**src/rtl/sync_mod_counter_if.sv**
```systemverilog
// Control and status bundle for one sync_mod_counter stage.
// The counter is the slave; whoever drives en/load/up/d is the master.
interface sync_mod_counter_if #(
    parameter int WIDTH = 3
);
    logic             en;
    logic             load;
    logic             up;
    logic [WIDTH-1:0] d;
    logic [WIDTH-1:0] q;
    logic             tc;
    logic             wrap;

    modport master (
        output en, load, up, d,
        input  q, tc, wrap
    );

    modport slave (
        input  en, load, up, d,
        output q, tc, wrap
    );
endinterface

```
**src/rtl/sync_mod_counter.sv**
```systemverilog
// Synchronous modulo-N up/down counter with load, optional saturation,
// combinational terminal count for cascading and a registered wrap pulse.
module sync_mod_counter #(
    parameter int WIDTH    = 3,
    parameter int MODULUS  = 8,
    parameter int SATURATE = 0
) (
    input logic              clk,
    input logic              rst,
    sync_mod_counter_if.slave bus
);
    localparam longint unsigned SPAN = 64'd1 << WIDTH;
    localparam logic [WIDTH-1:0] MAX = WIDTH'(MODULUS - 1);

    generate
        if (WIDTH < 1 || WIDTH > 32 || MODULUS < 2 ||
            longint'(MODULUS) > longint'(SPAN)) begin : g_bad_param
            $error("sync_mod_counter: illegal WIDTH/MODULUS");
        end
    endgenerate

    logic [WIDTH-1:0] q_r;
    logic [WIDTH-1:0] q_nxt;
    logic             wrap_r;
    logic             wrap_nxt;
    logic             at_top;
    logic             at_bot;

    assign at_top = (q_r == MAX);
    assign at_bot = (q_r == '0);

    // Explicit end-of-range compares even when MODULUS is a power of two.
    always_comb begin
        q_nxt    = q_r;
        wrap_nxt = 1'b0;
        if (bus.load) begin
            q_nxt = (bus.d > MAX) ? MAX : bus.d;
        end else if (bus.en) begin
            if (bus.up) begin
                if (!at_top) begin
                    q_nxt = q_r + 1'b1;
                end else if (SATURATE == 0) begin
                    q_nxt    = '0;
                    wrap_nxt = 1'b1;
                end
            end else begin
                if (!at_bot) begin
                    q_nxt = q_r - 1'b1;
                end else if (SATURATE == 0) begin
                    q_nxt    = MAX;
                    wrap_nxt = 1'b1;
                end
            end
        end
    end

    always_ff @(posedge clk) begin
        if (rst) begin
            q_r    <= '0;
            wrap_r <= 1'b0;
        end else begin
            q_r    <= q_nxt;
            wrap_r <= wrap_nxt;
        end
    end

    assign bus.q    = q_r;
    assign bus.wrap = wrap_r;
    assign bus.tc   = bus.en & ~bus.load & (bus.up ? at_top : at_bot);
endmodule

```
**src/flat_wrapper.sv**
```systemverilog
// flat-port wrapper written by rule: the top's interface ports become plain ports
module sync_mod_counter_flat 
#(
    parameter int WIDTH    = 3,
    parameter int MODULUS  = 8,
    parameter int SATURATE = 0
)
  (clk, rst, bus_en, bus_load, bus_up, bus_d, bus_q, bus_tc, bus_wrap);
  sync_mod_counter_if #(.WIDTH(WIDTH)) bus_i ();
  input logic clk;
  input logic rst;
  input wire logic [$bits(bus_i.en)-1:0] bus_en;
  input wire logic [$bits(bus_i.load)-1:0] bus_load;
  input wire logic [$bits(bus_i.up)-1:0] bus_up;
  input wire logic [$bits(bus_i.d)-1:0] bus_d;
  output wire logic [$bits(bus_i.q)-1:0] bus_q;
  output wire logic [$bits(bus_i.tc)-1:0] bus_tc;
  output wire logic [$bits(bus_i.wrap)-1:0] bus_wrap;
  assign bus_i.en = bus_en;
  assign bus_i.load = bus_load;
  assign bus_i.up = bus_up;
  assign bus_i.d = bus_d;
  assign bus_q = bus_i.q;
  assign bus_tc = bus_i.tc;
  assign bus_wrap = bus_i.wrap;
  sync_mod_counter #(.WIDTH(WIDTH), .MODULUS(MODULUS), .SATURATE(SATURATE)) u_core (.clk(clk), .rst(rst), .bus(bus_i));
endmodule
```
**config.mk**
```make
export PLATFORM = sky130hd
export DESIGN_NAME = sync_mod_counter_flat
export DESIGN_NICKNAME = d
export VERILOG_FILES = /design/src/rtl/sync_mod_counter_if.sv /design/src/rtl/sync_mod_counter.sv /design/src/flat_wrapper.sv
export SDC_FILE = /design/constraint.sdc
export NUM_CORES = 1
export LEC_CHECK = 0
export ABC_AREA = 1
export BUFFER_PORTS_ARGS = -buffer_cell sky130_fd_sc_hd__buf_4
export CAP_MARGIN = 20
export CORE_AREA = 2 2 39 41
export DETAILED_ROUTE_END_ITERATION = 10
export DIE_AREA = 0 0 41 43
export GPL_TIMING_DRIVEN = 0
export PLACE_DENSITY = 0.5
export SETUP_SLACK_MARGIN = 0.1
export SKIP_LAST_GASP = 1
export SLEW_MARGIN = 10
export SYNTH_ARGS = -nofsm -noshare
export SYNTH_HDL_FRONTEND = slang
export SYNTH_SLANG_ARGS = --single-unit
```
**constraint.sdc**
```tcl
create_clock -name clk -period 1.5 [get_ports clk]
set_input_delay 0.075 -clock clk [delete_from_list [all_inputs] [get_ports clk]]
set_output_delay 0.075 -clock clk [all_outputs]
set_load 0.1 [all_outputs]
```
Yosys cells after proc, flatten, opt, wreduce, memory -nomap -nowiden
Index checks and enable logic that the tools add are counted.

Bits in read-only memories: 0. Register bits after elaboration: 4. Memory bits (writable): 0. Memories: 0. Bits in latches: 0. Output and inout bits: 5.

$mul: 0. Shifts and indexed selects: 0. Mux-type cells: 10. Equality and inequality tests: 1. Divide/modulo/power cells: 0. Bitwise gates (word level): 4. Reductions and logical operators: 3. Add/sub/neg operators: 2. Order comparisons: 1.

Operator list (count): 3-bit 2-to-1 mux (6); 1-bit 2-to-1 mux (4); 3-bit by 1-bit adder with 3-bit output (second input constant) (1); 3-bit equality test (second input constant) (1); 3-bit greater-than comparator (second input constant) (1); 3-bit zero test (1); 3-bit OR reduction (1); 3-bit by 1-bit subtractor with 3-bit output (second input constant) (1); 1-bit bitwise AND (2); 1-bit NOT (2); 2-bit nonzero test (1).

Logic depth before layout (Yosys ltp)
Depth after elaboration: 5. Depth in mapped cells: 7.

Worst setup path before layout
OpenSTA, ideal clock, no wires.

Kind: flip-flop to output port. Start point: reg u_core.q_r[1], in the netlist u_core.bus.q[1]. End point: out bus_tc. Cell stages (with the launch flop): 7. Data required time: 1.425 ns. Data arrival time: 2.820 ns. Slack: -1.395 ns. Path buffers: 0. Path through: dfxtp_1 ha_1 ha_1 nand2_1 nand2_1 inv_1 nor2_1.

Longest elaborated chain between the ends: 3. Elaborated cells between the ends (all ways): 4. Those cells by class: eq/ne (1); mux (1); bitwise (1); reduce/logical (1).

RTL lines: from (decl) (RTL line sync_mod_counter.sv:22) `logic [WIDTH-1:0] q_r;`; from (signal assigned) (RTL line sync_mod_counter.sv:62) `q_r <= q_nxt;`; 3-bit equality test or 3-bit zero test (tied branches) (RTL line sync_mod_counter.sv:29, sync_mod_counter.sv:30); 1-bit 2-to-1 mux (*) (RTL line sync_mod_counter.sv:69) `assign bus.tc = bus.en & ~bus.load & (bus.up ? at_top : at_bot);`; 1-bit bitwise AND (*) (RTL line sync_mod_counter.sv:69); to (decl) (RTL line flat_wrapper.sv:17) `output wire logic [$bits(bus_i.tc)-1:0] bus_tc;`.

Every way passes the cells marked *; elsewhere a longest branch is shown, timed or not.

Final worst setup path
Same ends and word-level chain as after synthesis.

==> results.json <==
{
  "syn_area_per_cell_um2": 6.59,
  "reg2reg_from": "u_core.bus.q[0]$_SDFFE_PP0P_",
  "ios": 13,
  "synth_cell_type_count": 13,
  "final_common_cell": "buf_4",
  "fmax_mhz": 724,
  "min_path_type": "primary input to flip-flop",
  "r2r_slack_ps": 310,
  "ff2ff_path_depth": 7,
  "worst-slew-pin-transition_ps": 278,
  "grt_pass1_vias": 297,
  "pwr-share-seq_pct": 28.6,
  "worstPathRequired_ps": 1420,
  "worstSetupStartpointType": "flip-flop",
  "setup_viol": 0,
  "placed_cells": 73,
  "power_switching_uw": 165,
  "antenna_found_initial": 0,
  "p_clk_share_pct": 32.7,
  "p_int_uw": 273,
  "wl_um": 745,
  "die_h_um": 43,
  "relSlewSlack_pct": 81.6,
  "cp_max_fo": 4,
  "grt_max_degree": 5,
  "hpwl_um": 603,
  "peakVddDrop_v": 0.000495,
  "ys_ff_latch": 4,
  "hold_depth": 2,
  "clkTransAtPathRegs_ps": 40,
  "groute.usage.overall_pct": 10.4,
  "cp-endpoint": "bus_tc",
  "critPathArrivalTime_ps": 1310,
  "wire_per_inst_um": 9.55,
  "drc": 0,
  "fp-row-count": 14,
  "drtPass1Iterations": 2,
  "area_delta_synth_final_pct": 75.1,
  "final_cells": 78,
  "gp_congestion": 0.658,
  "power.density_mw_per_mm2": 844,
  "hold_viol": 0,
  "fin_worst_skew_ps": 7.59,
  "final_layout_size_suffix_gt1_share_pct": 54.8,
  "initial_utilization_pct": 21.4,
  "worstSkewPairLatency_ps": 230,
  "yosysSeqAreaShare_pct": 27.0,
  "cts.path.max_buffers": 2,
  "p_comb_share_pct": 38.8,
  "synth_cells": 45,
  "cp-end-kind": "primary output",
  "grt_remaining_overflow": 0,
  "final_cell_mix": "buf_4, nand2_1, inv_2, nor2_1",
  "port_buffers": 12,
  "vias_per_cell": 4.26,
  "cts_root_buffer": "clkbuf_4",
  "die_area_mm2": 0.00176,
  "rsz0062_at_grt": "true",
  "syn_nets": 57,
  "drv_cap": 0,
  "cts_tree": "yes",
  "finalNetCount": 75,
  "n_antenna_cell": 0,
  "ant_nets": 0,
  "power_uw": 438,
  "min_period_over_period_pct": 92.1,
  "vias": 332,
  "synth_area_um2": 297,
  "cts_buffers": 3,
  "grt_pass1_wl_um": 1190,
  "coreArea_mm2": 0.00138,
  "crit_start": "u_core.bus.q[1]$_SDFFE_PP0P_",
  "outcome": "completed",
  "p_leak_uw": 0.000236,
  "cts_sinks": 4,
  "cts_htree_levels": 1,
  "sw_frac_of_total_pct": 37.7,
  "final-max-slew-violation-count": 0,
  "drtIter0Drc": 1,
  "rr_endpoint": "u_core.bus.q[2]$_SDFFE_PP0P_",
  "fin_crit_ps": 1380,
  "die_w_um": 41,
  "yosysWarnings": 0,
  "ctsHoldBuffers": 0,
  "crit_type": "flip-flop to primary output"
}
state kept, by name, summed over array words and instances (netlist names):
signal           count
u_core.bus.q         3
u_core.bus.wrap      1
metrics by stage:
step | TNS (ps) | hold WS (ps) | setup WS [ps] | area, um2 | util (%)
floorplan | -56.4 | 134 | -56.4 | 343 | -
global placement | 0 | 260 | 154 | 453 | 32.7
detailed placement | 0 | 261 | 158 | 453 | 32.7
CTS | 0 | 7.46 | 105 | 519 | 37.5
global route | 0 | 15.1 | 45.0 | 519 | 37.5
finish | 0 | 14.6 | 119 | 519 | 37.5
critical path: stages (launching register included):
cell and delay (ps):
dfxtp_4 370, ha_4 140, ha_4 120, nand2_2 60
nand2_2 60, inv_2 50, nor2_4 90, buf_12 180
timing repair:
item | in CTS | in global routing
setup endpoints to repair | 1 | 1
pin swaps | 3 | 0
resized for setup | 9 | 0
setup buffers | 1 | 0
synthesized netlist by cell type:
| cell type | n | area share, % |
|---|---|---|
| nand2_1 | 8 | 10 |
| inv_1 | 6 | 7.6 |
| nor2_1 | 6 | 7.6 |
| dfxtp_1 | 4 | 27 |
| ha_1 | 4 | 17 |
| nand3_1 | 4 | 6.8 |
| a21oi_1 | 3 | 5.1 |
| a22oi_1 | 2 | 5.1 |
| inv_2 | 2 | 2.5 |
| nor2_2 | 2 | 4.2 |
| o21ai_0 | 2 | 3.4 |
| nand2_2 | 1 | 2.1 |
| nor3_1 | 1 | 1.7 |
final cells by class:
| type | instances | area (um2) |
|---|---|---|
| clock buffers | 4 | 26.3 |
| fillers | 156 | 865 |
| multi-input cells | 33 | 241 |
| inverters | 8 | 30.0 |
| repair buffers | 13 | 110 |
| well taps | 16 | 20.0 |
| flip-flops and latches | 4 | 91.3 |
power groups by stage:
stage / combinational [uW] / clock (uW) / sequential, uW
final: 170 / 143 / 125
after floorplan: 62.0 / 0 / 175
after CTS: 170 / 152 / 126
after global routing: 186 / 165 / 126
after global placement: 154 / 0 / 126
after detailed placement: 154 / 0 / 127
layer usage:
metal  GRT usage, %  share of wire [%]  vias up
li1               -                  -      177
met1           11.6                 41      149
met2           16.6                 54        4
met3           3.14                2.3        2
met4           6.00                2.1        0
met5              0                  0        -
worst min-delay path by stage:
| stage | end | from | slack (ps) |
|---|---|---|---|
| 3_3_place_gp | u_core.bus.q[2]$_SDFFE_PP0P_ | rst | 260 |
| 3_5_place_dp | u_core.bus.q[2]$_SDFFE_PP0P_ | rst | 260 |
| 2_1_floorplan | u_core.bus.q[0]$_SDFFE_PP0P_ | rst | 130 |
| 6_report | u_core.bus.q[2]$_SDFFE_PP0P_ | rst | 10 |
| 4_1_cts | u_core.bus.q[2]$_SDFFE_PP0P_ | rst | 7 |
| 5_1_grt | u_core.bus.q[1]$_SDFFE_PP0P_ | rst | 20 |
logic make-up after synthesis:
family                     share of synthesized area (%)
and+or+nand+nor                                     32.5
buffers and inverters                               10.1
AOI/OAI and AO/OA                                   13.5
adders and majority gates                           16.9
DFF                                                 27.0
No activity file was read; power rests on OpenSTA's default activity.
